--- src/rtl/ichip_pkg.sv ---
// Shared ichip definitions: default memory geometry and the run-controller state encoding.
package ichip_pkg;

    localparam int unsigned ICHIP_DATA_W = 16;
    localparam int unsigned ICHIP_ADDR_W = 10;

    typedef enum logic [2:0] {
        StIdle,
        StLoad,
        StRun,
        StDumpRd,
        StDumpOut,
        StDone
    } run_state_e;

endpackage

--- src/rtl/ichip_run_timer.sv ---
// Saturating run-cycle counter plus the timeout compare used by ichip_run_ctrl.
module ichip_run_timer #(
    parameter int unsigned CNT_W   = 32,
    parameter int unsigned TIMEOUT = 100000
) (
    input  logic             clk,
    input  logic             rst,
    input  logic             clear,
    input  logic             enable,
    output logic [CNT_W-1:0] count,
    output logic             expire
);

    logic [CNT_W-1:0] count_q, count_d;

    always_comb begin
        count_d = count_q;
        if (clear) begin
            count_d = '0;
        end else if (enable && (count_q != '1)) begin
            count_d = count_q + CNT_W'(1);
        end
    end

    always_ff @(posedge clk or posedge rst) begin
        if (rst) begin
            count_q <= '0;
        end else begin
            count_q <= count_d;
        end
    end

    assign count = count_q;

    // Expiry fires during the last budgeted cycle so RUN lasts exactly TIMEOUT cycles.
    if (TIMEOUT == 0) begin : g_no_timeout
        assign expire = 1'b0;
    end else begin : g_timeout
        localparam logic [CNT_W-1:0] LIMIT = CNT_W'(TIMEOUT - 1);
        assign expire = enable && (count_q == LIMIT);
    end

endmodule

--- src/rtl/ichip_run_ctrl.sv ---
// ichip run controller: streams a program into memory, runs the CPU until halt or
// timeout, then streams a fixed data window back out.
module ichip_run_ctrl
    import ichip_pkg::*;
#(
    parameter int unsigned DATA_W    = ICHIP_DATA_W,
    parameter int unsigned ADDR_W    = ICHIP_ADDR_W,
    parameter int unsigned DUMP_BASE = 401,
    parameter int unsigned DUMP_LEN  = 30,
    parameter int unsigned CNT_W     = 32,
    parameter int unsigned TIMEOUT   = 100000
) (
    input  logic              clk,
    input  logic              rst,
    input  logic              start,
    input  logic              ld_valid,
    output logic              ld_ready,
    input  logic [ADDR_W-1:0] ld_addr,
    input  logic [DATA_W-1:0] ld_data,
    input  logic              ld_last,
    output logic              mem_own,
    output logic              mem_we,
    output logic [ADDR_W-1:0] mem_addr,
    output logic [DATA_W-1:0] mem_wdata,
    input  logic [DATA_W-1:0] mem_rdata,
    output logic              cpu_run,
    input  logic              cpu_halt,
    output logic              dump_valid,
    input  logic              dump_ready,
    output logic [DATA_W-1:0] dump_data,
    output logic              dump_last,
    output logic              done,
    output logic              timed_out,
    output logic [CNT_W-1:0]  run_cycles
);

    localparam logic [ADDR_W-1:0] BASE_ADDR = ADDR_W'(DUMP_BASE);
    localparam logic [ADDR_W-1:0] LAST_IDX  = ADDR_W'(DUMP_LEN - 1);

    run_state_e        state_q, state_d;
    logic [ADDR_W-1:0] idx_q, idx_d;
    logic [DATA_W-1:0] hold_q;
    logic              first_q;
    logic              done_q, done_d;
    logic              timed_out_q, timed_out_d;
    logic              start_ok;
    logic              running;
    logic              expire;
    logic              is_last;
    logic [ADDR_W-1:0] dump_addr;

    assign start_ok  = start && ((state_q == StIdle) || (state_q == StDone));
    assign running   = (state_q == StRun);
    assign is_last   = (idx_q == LAST_IDX);
    assign dump_addr = BASE_ADDR + idx_q;

    ichip_run_timer #(
        .CNT_W  (CNT_W),
        .TIMEOUT(TIMEOUT)
    ) u_timer (
        .clk   (clk),
        .rst   (rst),
        .clear (start_ok),
        .enable(running),
        .count (run_cycles),
        .expire(expire)
    );

    always_comb begin
        state_d     = state_q;
        idx_d       = idx_q;
        done_d      = done_q;
        timed_out_d = timed_out_q;
        ld_ready    = 1'b0;
        mem_own     = 1'b1;
        mem_we      = 1'b0;
        mem_addr    = '0;
        mem_wdata   = '0;
        cpu_run     = 1'b0;
        dump_valid  = 1'b0;
        dump_data   = '0;
        dump_last   = 1'b0;

        unique case (state_q)
            StIdle, StDone: begin
                if (start) begin
                    state_d     = StLoad;
                    done_d      = 1'b0;
                    timed_out_d = 1'b0;
                end
            end
            StLoad: begin
                ld_ready  = 1'b1;
                mem_we    = ld_valid;
                mem_addr  = ld_addr;
                mem_wdata = ld_data;
                if (ld_valid && ld_last) begin
                    state_d = StRun;
                end
            end
            StRun: begin
                cpu_run = 1'b1;
                mem_own = 1'b0;
                idx_d   = '0;
                // A halt in the expiry cycle is a clean finish, not a timeout.
                if (cpu_halt) begin
                    state_d = StDumpRd;
                end else if (expire) begin
                    state_d     = StDumpRd;
                    timed_out_d = 1'b1;
                end
            end
            StDumpRd: begin
                mem_addr = dump_addr;
                state_d  = StDumpOut;
            end
            StDumpOut: begin
                mem_addr   = dump_addr;
                dump_valid = 1'b1;
                dump_last  = is_last;
                // Read data arrives on entry; afterwards the captured copy is presented.
                dump_data  = first_q ? mem_rdata : hold_q;
                if (dump_ready) begin
                    if (is_last) begin
                        state_d = StDone;
                        done_d  = 1'b1;
                    end else begin
                        idx_d   = idx_q + ADDR_W'(1);
                        state_d = StDumpRd;
                    end
                end
            end
            default: begin
                state_d = StIdle;
            end
        endcase
    end

    always_ff @(posedge clk or posedge rst) begin
        if (rst) begin
            state_q     <= StIdle;
            idx_q       <= '0;
            hold_q      <= '0;
            first_q     <= 1'b0;
            done_q      <= 1'b0;
            timed_out_q <= 1'b0;
        end else begin
            state_q     <= state_d;
            idx_q       <= idx_d;
            first_q     <= (state_q == StDumpRd);
            done_q      <= done_d;
            timed_out_q <= timed_out_d;
            if (first_q) begin
                hold_q <= mem_rdata;
            end
        end
    end

    assign done      = done_q;
    assign timed_out = timed_out_q;

endmodule

--- config.mk ---
export PLATFORM = sky130hd
export DESIGN_NAME = ichip_run_ctrl
export DESIGN_NICKNAME = d
export VERILOG_FILES = /design/src/rtl/ichip_pkg.sv /design/src/rtl/ichip_run_timer.sv /design/src/rtl/ichip_run_ctrl.sv
export SDC_FILE = /design/constraint.sdc
export NUM_CORES = 1
export LEC_CHECK = 0
export CORE_MARGIN = 3
export CORE_UTILIZATION = 50
export CTS_CLUSTER_SIZE = 24
export DETAILED_ROUTE_END_ITERATION = 7
export MAX_ROUTING_LAYER = met4
export PLACE_DENSITY_LB_ADDON = 0.08
export SLEW_MARGIN = 20
export SYNTH_ARGS = -nofsm -noshare
export SYNTH_HDL_FRONTEND = slang
export SYNTH_SLANG_ARGS = --single-unit
--- constraint.sdc ---
create_clock -name clk -period 4.3 [get_ports clk]
set_input_delay 0.645 -clock clk [delete_from_list [all_inputs] [get_ports clk]]
set_output_delay 0.645 -clock clk [all_outputs]
set_load 0.03 [all_outputs]
==> impl_metrics.json <==
{
  "status": "completed",
  "crit_path_end_kind": "primary output",
  "htreeDepth": 3,
  "clock-sinks": 64,
  "post-synth-top-count-cell": "dfrtp_1",
  "ys_seq_elements": 64,
  "synth_ff_type": "dfrtp_1",
  "grt_overflow": 0,
  "wire_per_inst_um": 16.7,
  "max_slew_margin_pct": 44.9,
  "yosys.area_share.simple_pct": 30.0,
  "drtPass1Iterations": 4,
  "syn_area_per_cell_um2": 9.12,
  "cts_post_setup_buffers_inserted": 0,
  "period_share_pct": 79.5,
  "grt_antenna_before_repair": 0,
  "critPathKind": "reg -> out",
  "max_freq_mhz": 293,
  "ctsHoldBuffers": 0,
  "drcViolationCount": 0,
  "synthesis.nets": 475,
  "worst_pin_slew_ns": 0.825,
  "holdCritStartpoint": "hold_q[4]$_DFF_PP0_",
  "p_clk_share_pct": 20.0,
  "crit_fanout": 28,
  "rsz0062_at_grt": "false",
  "hpwlAfterDp_um": 7600,
  "arrival_ns": 2.77,
  "grt_pass1_vias": 3603,
  "cp-startpoint": "state_q[2]$_DFFE_PP0P_",
  "wl_um": 10800,
  "clock_path_buffers": 2,
  "period_minus_slack_ns": 3.42,
  "die_w_um": 93.9,
  "maxCapViolations": 0,
  "path_clk_slew_ns": 0.07,
  "required_ns": 3.65,
  "grt_usage_pct": 25.6,
  "yosys-top-cells-count": "dfrtp_1, nand2_1, and3_1",
  "grt_util_met2_pct": 41.6,
  "drive_above_1_share_pct": 8.97,
  "power.internal_mw": 1.61,
  "synth_warnings": 0,
  "num_vias": 3789,
  "switching_power_mw": 1.15,
  "gp_congestion": 0.845,
  "portBuffers": 130,
  "grt_first_pass_wirelength_um": 17600,
  "p_per_area_nw_per_um2": 511,
  "ys_top_cells_by_area": "dfrtp_1, mux2_2, and3_1",
  "final_cells": 645,
  "hp-class": "reg -> reg",
  "fin_ws_ns": 0.882,
  "r2r-start": "state_q[2]$_DFFE_PP0P_",
  "grt_max_degree": 48,
  "cts_resized": 0,
  "n_antenna_cell": 0,
  "final_max_slew_viol_count": 0,
  "synth_edf_count": 0,
  "core_um2": 7370,
  "dp.cells": 629,
  "synth_fa_ha_area_share_pct": 0.973,
  "viasPerCell": 5.87,
  "ioPinCount": 131,
  "seq_power_share_pct": 30.4,
  "p_leak_nw": 2.23,
  "fin_nets": 593,
  "die-area_um2": 8810,
  "p_comb_share_pct": 49.6,
  "initial_core_util_pct": 52.4,
  "synth_top_area_cell": "dfrtp_1",
  "cts_tree": "done",
  "cts_root_buf": "clkbuf_8",
  "startpoint_type": "register",
  "muxShareOfSynthArea_pct": 5.74,
  "skew_ns": 0.0101,
  "utilization_pct": 73.4,
  "synth_xor_xnor_area_share_pct": 2.95,
  "dp_slack_ns": 1.25,
  "setup_tns_ns": 0,
  "syn_area_um2": 3860,
  "synthCells": 423,
  "fillers": 576,
  "vdd_drop_max_mv": 0.232,
  "use_met3_pct": 4.33,
  "detail-route-antenna-nets": 0,
  "ys_types": 60,
  "p_sw_share_pct": 41.7,
  "synth_top_family_by_area": "simple AND/OR/NAND/NOR gates",
  "grt_busiest_layer": "met2",
  "async_reset_ff_share_pct": 100,
  "rows": 31,
  "fp.dieH_um": 93.9,
  "grtUsageMet1_pct": 32.4,
  "synth_compound_area_share_pct": 14.6,
  "first_iter_violations": 149,
  "yosysSeqAreaShare_pct": 41.5,
  "setup_viol": 0,
  "stdcell_area_um2": 5410,
  "hold_viol": 0,
  "clk_latency_ns": 0.35,
  "synth_top_cell_area_share_pct": 41.5,
  "cts_buffers": 9,
  "postPlaceCellArea_um2": 5190,
  "syn_to_final_growth_pct": 40.3
}
## worst max-delay path, cell delays in order (launching register included)
cell	delay [ns]
dfrtp_1	0.83
nand2_1	0.29
inv_1	0.24
nor2_1	0.17
o21ai_0	0.20
clkdlybuf4s50_1	0.69
## routing by layer
metal | share of wire, % | vias up
li1 | - | 1809
met1 | 43 | 1837
met2 | 50 | 130
met3 | 5.2 | 13
met4 | 1.6 | 0
met5 | 0 | -
## power by group through the flow
| stage | Sequential (mW) | Combinational (mW) | Clock [mW] |
|---|---|---|---|
| after floorplan | 0.801 | 0.922 | 0 |
| after global placement | 0.842 | 1.35 | 0 |
| after detailed placement | 0.852 | 1.37 | 0 |
| after CTS | 0.842 | 1.38 | 0.560 |
| after global routing | 0.860 | 1.47 | 0.588 |
| final | 0.840 | 1.37 | 0.553 |
## cell families (layout without fill, tap and decap cells)
logic type      after synthesis  count (layout)
compound gates               86              86
xor+xnor                     13              13
fa+ha+maj                     3               3
buf+inv                      35             158
flops                        64              64
mux                          20              20
simple gates                202             202
## worst paths after layout
check,depth (start not counted),slack [ns],end
max in group asynchronous,3,2.78,u_timer.count[31]$_DFFE_PP0P_
worst min-delay path,1,0.49,hold_q[4]$_DFF_PP0_
worst max register to register,7,1.62,u_timer.count[14]$_DFFE_PP0P_
worst max-delay path,5,0.88,mem_addr[7]
worst min register to register,1,0.49,hold_q[4]$_DFF_PP0_
min in group asynchronous,2,0.77,hold_q[1]$_DFF_PP0_
## through the flow
step | hold slack, ns | total power, mW
2_1_floorplan | 0.467 | 1.72
3_3_place_gp | 0.473 | 2.20
3_5_place_dp | 0.481 | 2.23
4_1_cts | 0.497 | 2.78
5_1_grt | 0.504 | 2.92
6_report | 0.493 | 2.76
## cells in the final DEF (no fill, tap or decap), drive strengths merged, types with 3 or more instances in the layout
| cell | count |
|---|---|
| clkdlybuf4s50 | 130 |
| dfrtp | 64 |
| nand2 | 41 |
| and3 | 26 |
| o21ai | 25 |
| and2 | 24 |
| nand3 | 22 |
| nor2 | 22 |
| mux2 | 17 |
| a21oi | 15 |
| o31ai | 14 |
| nand4 | 13 |
| clkbuf | 12 |
| and4 | 9 |
| or4 | 8 |
| xor2 | 7 |
| a31oi | 7 |
| nor3 | 7 |
| xnor2 | 6 |
| inv | 6 |
| or3 | 5 |
| buf | 5 |
| nor3b | 5 |
| a211o | 4 |
| nor4 | 4 |
| nand3b | 3 |
| o311ai | 3 |
| nand2b | 3 |
| mux2i | 3 |
| ha | 3 |
| clkinv | 3 |
## area by class of cell
type	count	area (µm²)	area share, %
multi-input cells	324	2100	38.9
flip-flops and latches	64	1600	29.6
repair buffers	135	1340	24.7
clock buffers	12	165	3.05
well taps	99	124	2.29
clock inverters	4	51.3	0.948
inverters	7	27.5	0.509
## flip-flops by register name (all words and copies together), names as in the netlist
register,count
timed_out,1
idx_q,10
done,1
u_timer.count,32
hold_q,16
first_q,1
state_q,3
Power figures use the tool's default switching activity.
